File: src/rtl/alu_cmd_sequencer.sv
// Command FIFO plus sequencer driving the serial alu BEGIN/op_code/inbus protocol and returning results in order.
// Optional WAIT_END watchdog is enabled by defining ALU_SEQ_TIMEOUT_EN.
module alu_cmd_sequencer #(
    parameter int FIFO_DEPTH     = 4,
    parameter int DATA_W         = 8,
    parameter int TIMEOUT_CYCLES = 64
) (
    input  logic              clk,
    input  logic              reset,
    input  logic              cmd_valid,
    output logic              cmd_ready,
    input  logic [1:0]        cmd_op,
    input  logic [DATA_W-1:0] cmd_a,
    input  logic [DATA_W-1:0] cmd_b,
    output logic              res_valid,
    input  logic              res_ready,
    output logic [DATA_W-1:0] res_data,
    output logic              res_err,
    output logic              alu_begin,
    output logic [1:0]        alu_op_code,
    output logic [DATA_W-1:0] alu_inbus,
    input  logic [DATA_W-1:0] alu_outbus,
    input  logic              alu_end,
    output logic              busy,
    output logic [2:0]        dbg_state
);

    // Both ports transfer on a cycle where valid & ready are high at the rising edge; a producer
    // holds valid and its payload stable until that edge, and ready never depends on valid.
    localparam int PTR_W = $clog2(FIFO_DEPTH);
    localparam int CNT_W = PTR_W + 1;

    typedef enum logic [2:0] {
        S_IDLE     = 3'd0,
        S_LOAD_A   = 3'd1,
        S_LOAD_B   = 3'd2,
        S_WAIT_END = 3'd3,
        S_RESULT   = 3'd4
    } state_t;

    logic [1:0]        r_fifo_op [FIFO_DEPTH];
    logic [DATA_W-1:0] r_fifo_a  [FIFO_DEPTH];
    logic [DATA_W-1:0] r_fifo_b  [FIFO_DEPTH];
    logic [PTR_W-1:0]  r_wr_ptr;
    logic [PTR_W-1:0]  r_rd_ptr;
    logic [CNT_W-1:0]  r_count;
    logic              w_full;
    logic              w_empty;
    logic              w_push;
    logic              w_pop;

    state_t            r_state;
    state_t            w_next_state;
    logic              r_alu_begin;
    logic [1:0]        r_alu_op_code;
    logic [DATA_W-1:0] r_alu_inbus;
    logic [DATA_W-1:0] r_cmd_b;
    logic              r_load_cnt;
    logic              r_res_valid;
    logic [DATA_W-1:0] r_res_data;
    logic              w_alu_begin_nxt;
    logic [1:0]        w_alu_op_code_nxt;
    logic [DATA_W-1:0] w_alu_inbus_nxt;
    logic [DATA_W-1:0] w_cmd_b_nxt;
    logic              w_load_cnt_nxt;
    logic              w_res_valid_nxt;
    logic [DATA_W-1:0] w_res_data_nxt;

`ifdef ALU_SEQ_TIMEOUT_EN
    localparam int WD_W = $clog2(TIMEOUT_CYCLES + 1);
    logic              r_res_err;
    logic              w_res_err_nxt;
    logic [WD_W-1:0]   r_wd;
    logic [WD_W-1:0]   w_wd_nxt;
    logic              w_timeout;

    assign w_timeout = (r_wd == WD_W'(TIMEOUT_CYCLES - 1));
    assign res_err   = r_res_err;
`else
    logic              w_unused_cfg;

    assign w_unused_cfg = (TIMEOUT_CYCLES > 0);
    assign res_err      = 1'b0;
`endif

    assign w_full    = (r_count == CNT_W'(FIFO_DEPTH));
    assign w_empty   = (r_count == '0);
    assign cmd_ready = ~w_full;
    assign w_push    = cmd_valid & ~w_full;
    assign w_pop     = (r_state == S_IDLE) & ~w_empty;

    always_ff @(posedge clk) begin
        if (w_push) begin
            r_fifo_op[r_wr_ptr] <= cmd_op;
            r_fifo_a[r_wr_ptr]  <= cmd_a;
            r_fifo_b[r_wr_ptr]  <= cmd_b;
        end
    end

    always_ff @(posedge clk) begin
        if (reset) begin
            r_wr_ptr <= '0;
            r_rd_ptr <= '0;
            r_count  <= '0;
        end else begin
            if (w_push) begin
                r_wr_ptr <= r_wr_ptr + PTR_W'(1);
            end
            if (w_pop) begin
                r_rd_ptr <= r_rd_ptr + PTR_W'(1);
            end
            case ({w_push, w_pop})
                2'b10:   r_count <= r_count + CNT_W'(1);
                2'b01:   r_count <= r_count - CNT_W'(1);
                default: r_count <= r_count;
            endcase
        end
    end

    always_ff @(posedge clk) begin
        if (reset) begin
            r_state       <= S_IDLE;
            r_alu_begin   <= 1'b0;
            r_alu_op_code <= '0;
            r_alu_inbus   <= '0;
            r_cmd_b       <= '0;
            r_load_cnt    <= 1'b0;
            r_res_valid   <= 1'b0;
            r_res_data    <= '0;
`ifdef ALU_SEQ_TIMEOUT_EN
            r_res_err     <= 1'b0;
            r_wd          <= '0;
`endif
        end else begin
            r_state       <= w_next_state;
            r_alu_begin   <= w_alu_begin_nxt;
            r_alu_op_code <= w_alu_op_code_nxt;
            r_alu_inbus   <= w_alu_inbus_nxt;
            r_cmd_b       <= w_cmd_b_nxt;
            r_load_cnt    <= w_load_cnt_nxt;
            r_res_valid   <= w_res_valid_nxt;
            r_res_data    <= w_res_data_nxt;
`ifdef ALU_SEQ_TIMEOUT_EN
            r_res_err     <= w_res_err_nxt;
            r_wd          <= w_wd_nxt;
`endif
        end
    end

    always_comb begin
        w_next_state = r_state;
        case (r_state)
            S_IDLE:     if (!w_empty) w_next_state = S_LOAD_A;
            S_LOAD_A:   if (r_load_cnt) w_next_state = S_LOAD_B;
            S_LOAD_B:   w_next_state = S_WAIT_END;
            S_WAIT_END: begin
                if (alu_end) begin
                    w_next_state = S_RESULT;
                end
`ifdef ALU_SEQ_TIMEOUT_EN
                else if (w_timeout) begin
                    w_next_state = S_RESULT;
                end
`endif
            end
            S_RESULT:   if (res_ready) w_next_state = S_IDLE;
            default:    w_next_state = S_IDLE;
        endcase
    end

    // Outputs are registered, so each branch computes the value seen during the next state.
    always_comb begin
        w_alu_begin_nxt   = 1'b0;
        w_alu_op_code_nxt = r_alu_op_code;
        w_alu_inbus_nxt   = r_alu_inbus;
        w_cmd_b_nxt       = r_cmd_b;
        w_load_cnt_nxt    = 1'b0;
        w_res_valid_nxt   = r_res_valid;
        w_res_data_nxt    = r_res_data;
`ifdef ALU_SEQ_TIMEOUT_EN
        w_res_err_nxt     = r_res_err;
        w_wd_nxt          = r_wd;
`endif
        case (r_state)
            S_IDLE: begin
                if (!w_empty) begin
                    w_alu_begin_nxt   = 1'b1;
                    w_alu_op_code_nxt = r_fifo_op[r_rd_ptr];
                    w_alu_inbus_nxt   = r_fifo_a[r_rd_ptr];
                    w_cmd_b_nxt       = r_fifo_b[r_rd_ptr];
                end
            end
            S_LOAD_A: begin
                if (!r_load_cnt) begin
                    w_alu_begin_nxt = 1'b1;
                    w_load_cnt_nxt  = 1'b1;
                end else begin
                    w_alu_inbus_nxt = r_cmd_b;
                end
            end
            S_LOAD_B: begin
`ifdef ALU_SEQ_TIMEOUT_EN
                w_wd_nxt = '0;
`endif
            end
            S_WAIT_END: begin
                if (alu_end) begin
                    w_res_valid_nxt = 1'b1;
                    w_res_data_nxt  = alu_outbus;
`ifdef ALU_SEQ_TIMEOUT_EN
                    w_res_err_nxt   = 1'b0;
                end else if (w_timeout) begin
                    w_res_valid_nxt = 1'b1;
                    w_res_data_nxt  = {DATA_W{1'b1}};
                    w_res_err_nxt   = 1'b1;
                end else begin
                    w_wd_nxt = r_wd + WD_W'(1);
`endif
                end
            end
            S_RESULT: begin
                if (res_ready) begin
                    w_res_valid_nxt = 1'b0;
                end
            end
            default: ;
        endcase
    end

    assign res_valid   = r_res_valid;
    assign res_data    = r_res_data;
    assign alu_begin   = r_alu_begin;
    assign alu_op_code = r_alu_op_code;
    assign alu_inbus   = r_alu_inbus;
    assign busy        = (r_state != S_IDLE) | ~w_empty;
    assign dbg_state   = r_state;

endmodule

File: config.mk
export PLATFORM = sky130hd
export DESIGN_NAME = alu_cmd_sequencer
export DESIGN_NICKNAME = d
export VERILOG_FILES = /design/src/rtl/alu_cmd_sequencer.sv
export SDC_FILE = /design/constraint.sdc
export NUM_CORES = 1
export LEC_CHECK = 0
export ABC_CLOCK_PERIOD_IN_PS = 3000
export CAP_MARGIN = 20
export CELL_PAD_IN_SITES_DETAIL_PLACEMENT = 1
export CELL_PAD_IN_SITES_GLOBAL_PLACEMENT = 2
export CORE_MARGIN = 2
export CORE_UTILIZATION = 35
export CTS_CLUSTER_SIZE = 10
export DETAILED_ROUTE_END_ITERATION = 16
export PLACE_DENSITY_LB_ADDON = 0.05
export SYNTH_ARGS = -nofsm -noshare
export SYNTH_HDL_FRONTEND = slang
export SYNTH_SLANG_ARGS = --single-unit
File: constraint.sdc
create_clock -name clk -period 3 [get_ports clk]
set_input_delay 0.6 -clock clk [delete_from_list [all_inputs] [get_ports clk]]
set_output_delay 0.6 -clock clk [all_outputs]
set_load 0.05 [all_outputs]
==> results of run 1 <==
## registers in the layout, indices dropped and copies added, names as in the netlist, named ones only
name	count
r_rd_ptr	2
r_cmd_b	8
r_fifo_op	8
alu_inbus	8
r_fifo_b	32
res_data	8
dbg_state	3
r_fifo_a	32
alu_op_code	2
res_valid	1
r_count	3
alu_begin	1
r_wr_ptr	2
r_load_cnt	1
## cells by family (layout without fill, tap and decap cells)
group                    Yosys count  count (layout)
XOR/XNOR                           2               2
AO/OA/AOI/OAI                     54              54
other                              1               1
multiplexers                      27              27
flip-flops                       113             113
adder cells (fa/ha/maj)            6               6
buffers and inverters             31             108
AND/OR/NAND/NOR                   69              69
## critical path, cell delays in order (launching register included)
cell and delay (ns):
sky130_fd_sc_hd__dfxtp_1 0.41, sky130_fd_sc_hd__or3b_1 0.51, sky130_fd_sc_hd__clkdlybuf4s50_1 0.76
## cells in the final DEF, fill, tap and decap left out, types with 3 or more instances in the layout
master	instances
sky130_fd_sc_hd__clkbuf_16	17
sky130_fd_sc_hd__mux2i_1	8
sky130_fd_sc_hd__or3_1	4
sky130_fd_sc_hd__nand3_1	13
sky130_fd_sc_hd__mux4_2	18
sky130_fd_sc_hd__nand2_1	26
sky130_fd_sc_hd__a32oi_1	8
sky130_fd_sc_hd__a21oi_1	26
sky130_fd_sc_hd__clkbuf_1	7
sky130_fd_sc_hd__inv_1	8
sky130_fd_sc_hd__o21ai_0	12
sky130_fd_sc_hd__and3_1	5
sky130_fd_sc_hd__nor2_1	7
sky130_fd_sc_hd__edfxtp_1	72
sky130_fd_sc_hd__buf_4	14
sky130_fd_sc_hd__clkdlybuf4s50_1	54
sky130_fd_sc_hd__dfxtp_1	41
sky130_fd_sc_hd__nor3_1	3
sky130_fd_sc_hd__ha_1	5
## final cells by class
type | count | area (µm²)
Clock inverter | 7 | 88.8
Timing Repair Buffer | 68 | 646
Tap cell | 168 | 210
Sequential cell | 113 | 2980
Inverter | 8 | 30.0
Multi-Input combinational cell | 159 | 1280
Clock buffer | 25 | 465
Fill cell | 1236 | 6410
## layer usage
layer  track usage  up-vias  wire length, µm  part of all wire
li1              -     1284                -                 -
met4        0.0738        0              157             0.016
met1         0.199     1356             4390              0.45
met5             0        -                0                 0
met3        0.0601       17              445             0.046
met2         0.255       57             4740              0.49
## worst paths after layout
kind / from / endpoint / slack (ns)
hold / removal: res_data[1]$_SDFFE_PP0P_ / res_data[1]$_SDFFE_PP0P_ / 0.45
setup reg to reg: dbg_state[2]$_SDFFE_PP0P_ / r_count[2]$_SDFFE_PP0P_ / 0.54
setup / recovery: r_count[2]$_SDFFE_PP0P_ / cmd_ready / 0.31
hold reg to reg: res_data[1]$_SDFFE_PP0P_ / res_data[1]$_SDFFE_PP0P_ / 0.45
## power by group through the flow
| stage | registers, mW | clock network (mW) | logic (mW) |
|---|---|---|---|
| after floorplan | 2.29 | 0 | 0.967 |
| after global placement | 2.16 | 0 | 1.64 |
| after detailed placement | 2.17 | 0 | 1.66 |
| after CTS | 2.14 | 1.94 | 1.66 |
| after global routing | 2.17 | 2.01 | 1.77 |
| final | 2.12 | 1.89 | 1.64 |
## through the flow
stage,cells,power (mW),setup WS [ns],util,cell area [µm²]
2_1_floorplan,303,3.26,0.521,-,4390
3_3_place_gp,516,3.80,0.512,0.425,5150
3_5_place_dp,516,3.83,0.415,0.425,5150
4_1_cts,548,5.75,0.273,0.471,5700
5_1_grt,548,5.94,0.216,0.471,5700
6_report,548,5.65,0.315,0.471,5700
==> qor.yml, run 1 <==
logic_synthesis:
  synthTopCellsByCount: "sky130_fd_sc_hd__edfxtp_1, sky130_fd_sc_hd__dfxtp_1, sky130_fd_sc_hd__a21oi_1, sky130_fd_sc_hd__nand2_1, sky130_fd_sc_hd__mux4_2"
  ys_dominant_reg_cell: "sky130_fd_sc_hd__edfxtp_1"
  postSynthNetCount: 340
  synth_adder_area_share: 0.0188
  post_synth.cell_area_avg_um2: 14.5
  number_of_flops_mapped_to_enable_cells_by_yosys: 72
  synth.area.mux_share: 0.113
  synth-seq-area-share: 0.679
  synth_xor_area_frac: 0.00399
  yosysWarningCount: 0
  ys_types: 39
  ys_async_sr_fraction: 0
  synthesized_instance_count: 303
  mappedNetlistArea_um2: 4390
  ys_ff_latch: 113
  area_share_of_the_leading_cell_type_in_the_synthesized_netlist: 0.492
  yosys.area_share.simple: 0.0806
  synth-compound-area-share: 0.0741
  synth_area_leader_cell: "sky130_fd_sc_hd__edfxtp_1"
  top_area_cells_in_the_synthesized_netlist: "sky130_fd_sc_hd__edfxtp_1, sky130_fd_sc_hd__dfxtp_1, sky130_fd_sc_hd__mux4_2"
  post-synth-top-count-cell: "sky130_fd_sc_hd__edfxtp_1"
  combinational_family_with_the_most_area_after_synthesis: "multiplexers"
route:
  total_via_count_in_the_routed_design: 2714
  drt_iter0_markers: 163
  route.detailed.drc: 0
  drt-wirelength-per-cell_um: 17.8
  routed_via_density: 4.95
  totalWireLength_um: 9730
  detail-route-antenna-nets: 0
  drt_first_pass_iters: 4
floorplan:
  die-area_um2: 13500
  die_y_um: 116
  num_rows: 40
  starting_density: 0.363
  die_x_um: 116
  top_level_ports: 57
  core_area_um2: 12100
sta:
  slew_violations: 0
  timing.fmax_ghz: 0.372
  setup-violations-final: 0
  layout_min_cycle_time_ns: 2.69
  hold_violations: 0
  worst_case_headroom_to_the_max_slew_limit: 0.501
  rsz0062_at_grt: "false"
  setup_total_negative_slack_ns: 0
  hold-worst-slack_ns: 0.449
  final.period_utilization: 0.895
  worst_tran_pin_value_ns: 0.748
  final.setup_skew_ns: 0.00766
grt:
  grtUsageTotal: 0.162
  global_route_wire_length_before_repair_um: 15600
  grt_remaining_overflow: 0
  grt_pass1_vias: 2809
  maximum_number_of_pins_on_one_net_before_global_route_repair: 19
  grt_antenna_before_repair: 0
cts:
  cts.sink_count: 113
  clock_path_buffers: 2
  cts_inserted_buffers: 17
  htree_levels: 4
  ctsRootBufferMaster: "sky130_fd_sc_hd__clkbuf_16"
  worst_setup_hold_path_clk_slew_ns: 0.05
  clock_latency_reported_for_the_late_side_of_the_worst_skew_pair_ns: 0.42
  cts-resized-gates: 0
  clock_tree_from_tritoncts: "done"
  postCtsHoldBufs: 0
  post_cts_buffers: 0
power_and_ir_drop:
  cell_internal_pwr_mw: 3.82
  vdd.ir_drop.worst_mv: 0.512
  powerDensity_nw_per_um2: 990
  combPwrFrac: 0.290
  power.share.switching: 0.323
  power.share.sequential: 0.376
  p_sw_mw: 1.82
  power_frac_clock: 0.335
  power.leakage_nw: 1.95
final_layout:
  syn_to_final_growth_pct: 29.8
  post_route_cells_drive_above_1_share: 0.161
  num_antenna_cells: 0
  number_of_nets_in_the_layout: 404
critical_path:
  worstPathArrival_ns: 2.09
  startpoint_type: "flip-flop"
  type_of_destination_of_the_critical_path: "output pin"
  criticalPathCategory: "reg -> out"
  ff2ff_path_depth: 8
  critical_path_peak_fanout: 10
  critical_path_required_ns: 2.40
placed_design:
  globalplace.congestion: 0.707
  hpwl_reported_at_the_end_of_detailed_placement_um: 6180
  buffer_ports.inserted: 55
min_path:
  whs_path_depth: 2
  worstHoldPathType: "reg -> reg"
status:
  run_status: "finished clean"
run:
  max_cap_viol_count: 0
Power figures use the tool's default switching activity.
==> run 2: changes to the inputs <==
--- a/config.mk
+++ b/config.mk
@@ -17,3 +17,4 @@
 export SYNTH_ARGS = -nofsm -noshare
 export SYNTH_HDL_FRONTEND = slang
 export SYNTH_SLANG_ARGS = --single-unit
+export TNS_END_PERCENT = 5
==> results of run 2 <==
Same layout as run 1: the final DEF is identical, and so are final timing and power.
==> run 3: changes to the inputs <==
--- a/config.mk
+++ b/config.mk
@@ -5,6 +5,7 @@
 export SDC_FILE = /design/constraint.sdc
 export NUM_CORES = 1
 export LEC_CHECK = 0
+export ABC_AREA = 1
 export ABC_CLOCK_PERIOD_IN_PS = 3000
 export CAP_MARGIN = 20
 export CELL_PAD_IN_SITES_DETAIL_PLACEMENT = 1
@@ -13,7 +14,7 @@
 export CORE_UTILIZATION = 35
 export CTS_CLUSTER_SIZE = 10
 export DETAILED_ROUTE_END_ITERATION = 16
-export PLACE_DENSITY_LB_ADDON = 0.05
+export PLACE_DENSITY = 0.88
 export SYNTH_ARGS = -nofsm -noshare
 export SYNTH_HDL_FRONTEND = slang
 export SYNTH_SLANG_ARGS = --single-unit
==> run 3 against run 2 <==
Net effect: combinational power increased by 8%; first-iteration DRC count rose by 8.6%; clock power is 3% lower; final cell count up 22%; flip-flop and latch count unchanged; critical path type unchanged; largest cell class unchanged.
==> qor.yml, run 3 <==
route:
  totalWireLength_um: 10900  # was 9730 µm
  routed_via_density: 4.89  # was 4.95
  route.detailed.drc: 0  # unchanged
  drt-wirelength-per-cell_um: 16.3  # was 17.8 µm
  drt_iter0_markers: 177  # was 163
  total_via_count_in_the_routed_design: 3259  # was 2714
  drt_first_pass_iters: 4  # unchanged
  detail-route-antenna-nets: 0  # unchanged
grt:
  grt_remaining_overflow: 0  # unchanged
  global_route_wire_length_before_repair_um: 17700  # was 15600 µm
  grt_antenna_before_repair: 0  # unchanged
  grtUsageTotal: 0.177  # was 0.162
  grt_pass1_vias: 3486  # was 2809
  maximum_number_of_pins_on_one_net_before_global_route_repair: 27  # was 19
logic_synthesis:
  top_area_cells_in_the_synthesized_netlist: "sky130_fd_sc_hd__edfxtp_1, sky130_fd_sc_hd__dfxtp_1, sky130_fd_sc_hd__nand2_1"  # was sky130_fd_sc_hd__edfxtp_1, sky130_fd_sc_hd__dfxtp_1, sky130_fd_sc_hd__mux4_2
  yosys.area_share.simple: 0.157  # was 0.0806
  post-synth-top-count-cell: "sky130_fd_sc_hd__edfxtp_1"  # unchanged
  synth-seq-area-share: 0.669  # was 0.679
  ys_types: 25  # was 39
  ys_async_sr_fraction: 0  # unchanged
  number_of_flops_mapped_to_enable_cells_by_yosys: 72  # unchanged
  synth_area_leader_cell: "sky130_fd_sc_hd__edfxtp_1"  # unchanged
  ys_dominant_reg_cell: "sky130_fd_sc_hd__edfxtp_1"  # unchanged
  yosysWarningCount: 0  # unchanged
  postSynthNetCount: 460  # was 340
  synthTopCellsByCount: "sky130_fd_sc_hd__edfxtp_1, sky130_fd_sc_hd__nand2_1, sky130_fd_sc_hd__nor2_1"  # was sky130_fd_sc_hd__edfxtp_1, sky130_fd_sc_hd__dfxtp_1, sky130_fd_sc_hd__a21oi_1, sky130_fd_sc_hd__nand2_1, sky130_fd_sc_hd__mux4_2
  synth.area.mux_share: 0  # was 0.113
  area_share_of_the_leading_cell_type_in_the_synthesized_netlist: 0.485  # was 0.492
  synthesized_instance_count: 423  # was 303
  synth_adder_area_share: 0.0185  # was 0.0188
  ys_ff_latch: 113  # unchanged
  synth-compound-area-share: 0.106  # was 0.0741
  combinational_family_with_the_most_area_after_synthesis: "simple AND/OR/NAND/NOR gates"  # was multiplexers
  post_synth.cell_area_avg_um2: 10.5  # was 14.5 µm²
  mappedNetlistArea_um2: 4460  # was 4390 µm²
  synth_xor_area_frac: 0  # was 0.00399
sta:
  layout_min_cycle_time_ns: 2.67  # was 2.69 ns
  final.setup_skew_ns: 0.00591  # was 0.00766 ns
  worst_tran_pin_value_ns: 0.693  # was 0.748 ns
  setup_total_negative_slack_ns: 0  # unchanged
  hold_violations: 0  # unchanged
  rsz0062_at_grt: "false"  # unchanged
  final.period_utilization: 0.891  # was 0.895
  timing.fmax_ghz: 0.374  # was 0.372 GHz
  worst_case_headroom_to_the_max_slew_limit: 0.538  # was 0.501
  slew_violations: 0  # unchanged
  setup-violations-final: 0  # unchanged
run:
  max_cap_viol_count: 0  # unchanged
min_path:
  worstHoldPathType: "reg -> reg"  # unchanged
critical_path:
  critical_path_required_ns: 2.40  # about the same
  worstPathArrival_ns: 2.07  # was 2.09 ns
  criticalPathCategory: "reg -> out"  # unchanged
  startpoint_type: "flip-flop"  # unchanged
  critical_path_peak_fanout: 6  # was 10
  type_of_destination_of_the_critical_path: "output pin"  # unchanged
final_layout:
  finish.cell_count_without_fillers: 667  # was 548
  final_cell_mix: "sky130_fd_sc_hd__edfxtp_1, sky130_fd_sc_hd__nand2_1, sky130_fd_sc_hd__nor2_1, sky130_fd_sc_hd__clkdlybuf4s50_1, sky130_fd_sc_hd__dfxtp_1"  # was sky130_fd_sc_hd__edfxtp_1, sky130_fd_sc_hd__clkdlybuf4s50_1, sky130_fd_sc_hd__dfxtp_1, sky130_fd_sc_hd__nand2_1, sky130_fd_sc_hd__a21oi_1
  num_antenna_cells: 0  # unchanged
  syn_to_final_growth_pct: 27.8  # was 29.8%
  post_route_cells_drive_above_1_share: 0.0929  # was 0.161
  biggestRegsByFlops: "r_fifo_a x32, r_fifo_b x32"  # unchanged
  layout.cells.most_common: "sky130_fd_sc_hd__edfxtp_1"  # unchanged
  number_of_nets_in_the_layout: 521  # was 404
  post-route-util: 0.455  # was 0.471
cts:
  ctsRootBufferMaster: "sky130_fd_sc_hd__clkbuf_16"  # unchanged
  htree_levels: 4  # unchanged
  postCtsHoldBufs: 0  # unchanged
  clock_latency_reported_for_the_late_side_of_the_worst_skew_pair_ns: 0.41  # was 0.42 ns
  clock_tree_from_tritoncts: "done"  # unchanged
  clock_path_buffers: 2  # unchanged
  cts.sink_count: 113  # unchanged
  worst_setup_hold_path_clk_slew_ns: 0.05  # about the same
  post_cts_buffers: 0  # unchanged
  cts_inserted_buffers: 17  # unchanged
  cts-resized-gates: 0  # unchanged
placed_design:
  buffer_ports.inserted: 55  # unchanged
  hpwl_reported_at_the_end_of_detailed_placement_um: 6900  # was 6180 µm
  globalplace.congestion: 0.728  # was 0.707
  numPlacedInstances: 637  # was 516
floorplan:
  die_y_um: 117  # was 116 µm
  die_x_um: 117  # was 116 µm
  top_level_ports: 57  # unchanged
  num_rows: 41  # was 40
  core_area_um2: 12500  # was 12100 µm²
  starting_density: 0.356  # was 0.363
  die-area_um2: 13700  # was 13500 µm²
power_and_ir_drop:
  total_power_mw: 5.64  # was 5.65 mW
  powerDensity_nw_per_um2: 990  # about the same
  power.leakage_nw: 2.10  # was 1.95 nW
  vdd.ir_drop.worst_mv: 0.470  # was 0.512 mV
status:
  run_status: "finished clean"  # unchanged
-- run 3: cell types whose count changed after synthesis, sizes merged, moves of 8 or more --
cell   change
o22ai     +10
nand3     +11
a32oi      -8
nand2     +46
mux4      -18
inv       +19
o21ai     +33
mux2i      -8
a21oi     +11
nor2      +61
-- run 3: metal layers --
layer / up-vias / wire length, µm / global-route usage
li1: 1561 / - / -
met3: 10 / 416 / 0.0556
met5: - / 0 / 0
met4: 0 / 112 / 0.0573
met1: 1630 / 4650 / 0.208
met2: 58 / 5700 / 0.308
-- run 3: cell families after synthesis --
group / Yosys count
compound gates: 92
flops: 113
other cells: 1
fa+ha+maj: 6
buf+inv: 47
simple gates: 164
-- run 3: path summary, 6_finish.rpt --
| path | startpoint | to | slack, ns | depth (start not counted) |
|---|---|---|---|---|
| worst max register to register | dbg_state[0]$_SDFFE_PP0P_ | r_count[2]$_SDFFE_PP0P_ | 0.71 | 12 |
| worst min register to register | res_data[7]$_SDFFE_PP0P_ | res_data[7]$_SDFFE_PP0P_ | 0.46 | 2 |
| worst max-delay path | dbg_state[0]$_SDFFE_PP0P_ | busy | 0.33 | 5 |
| worst min-delay path | res_data[7]$_SDFFE_PP0P_ | res_data[7]$_SDFFE_PP0P_ | 0.46 | 2 |
-- run 3: critical path: stages (launching register included) --
cell and delay (ns):
sky130_fd_sc_hd__dfxtp_1 0.37, sky130_fd_sc_hd__nor2_2 0.19, sky130_fd_sc_hd__nand2_2 0.08, sky130_fd_sc_hd__nor2_1 0.24, sky130_fd_sc_hd__inv_1 0.08, sky130_fd_sc_hd__clkdlybuf4s50_1 0.71
-- run 3: cell type report --
class | count | area (µm²)
clock inverter | 10 | 95.1
sequential | 113 | 2980
tap | 172 | 215
fill | 1389 | 6820
timing repair buffer | 62 | 603
clock buffer | 20 | 437
multi-input combinational | 263 | 1260
inverter | 27 | 104
-- run 3: report_power, final --
part	internal (mW)	leakage, nW	switching (mW)
Sequential	1.91	0.997	0.140
Combinational	0.540	0.842	1.23
Clock	1.19	0.263	0.639
Total	3.64	2.10	2.00
-- run 3: stage by stage --
step           hold slack, ns  worst slack (ns)  instance area, µm²
3_3_place_gp            0.442             0.590                5160
6_report                0.464             0.326                5700
5_1_grt                 0.485             0.169                5700
2_1_floorplan           0.422             0.677                4460
4_1_cts                 0.468             0.281                5700
3_5_place_dp            0.449             0.514                5160
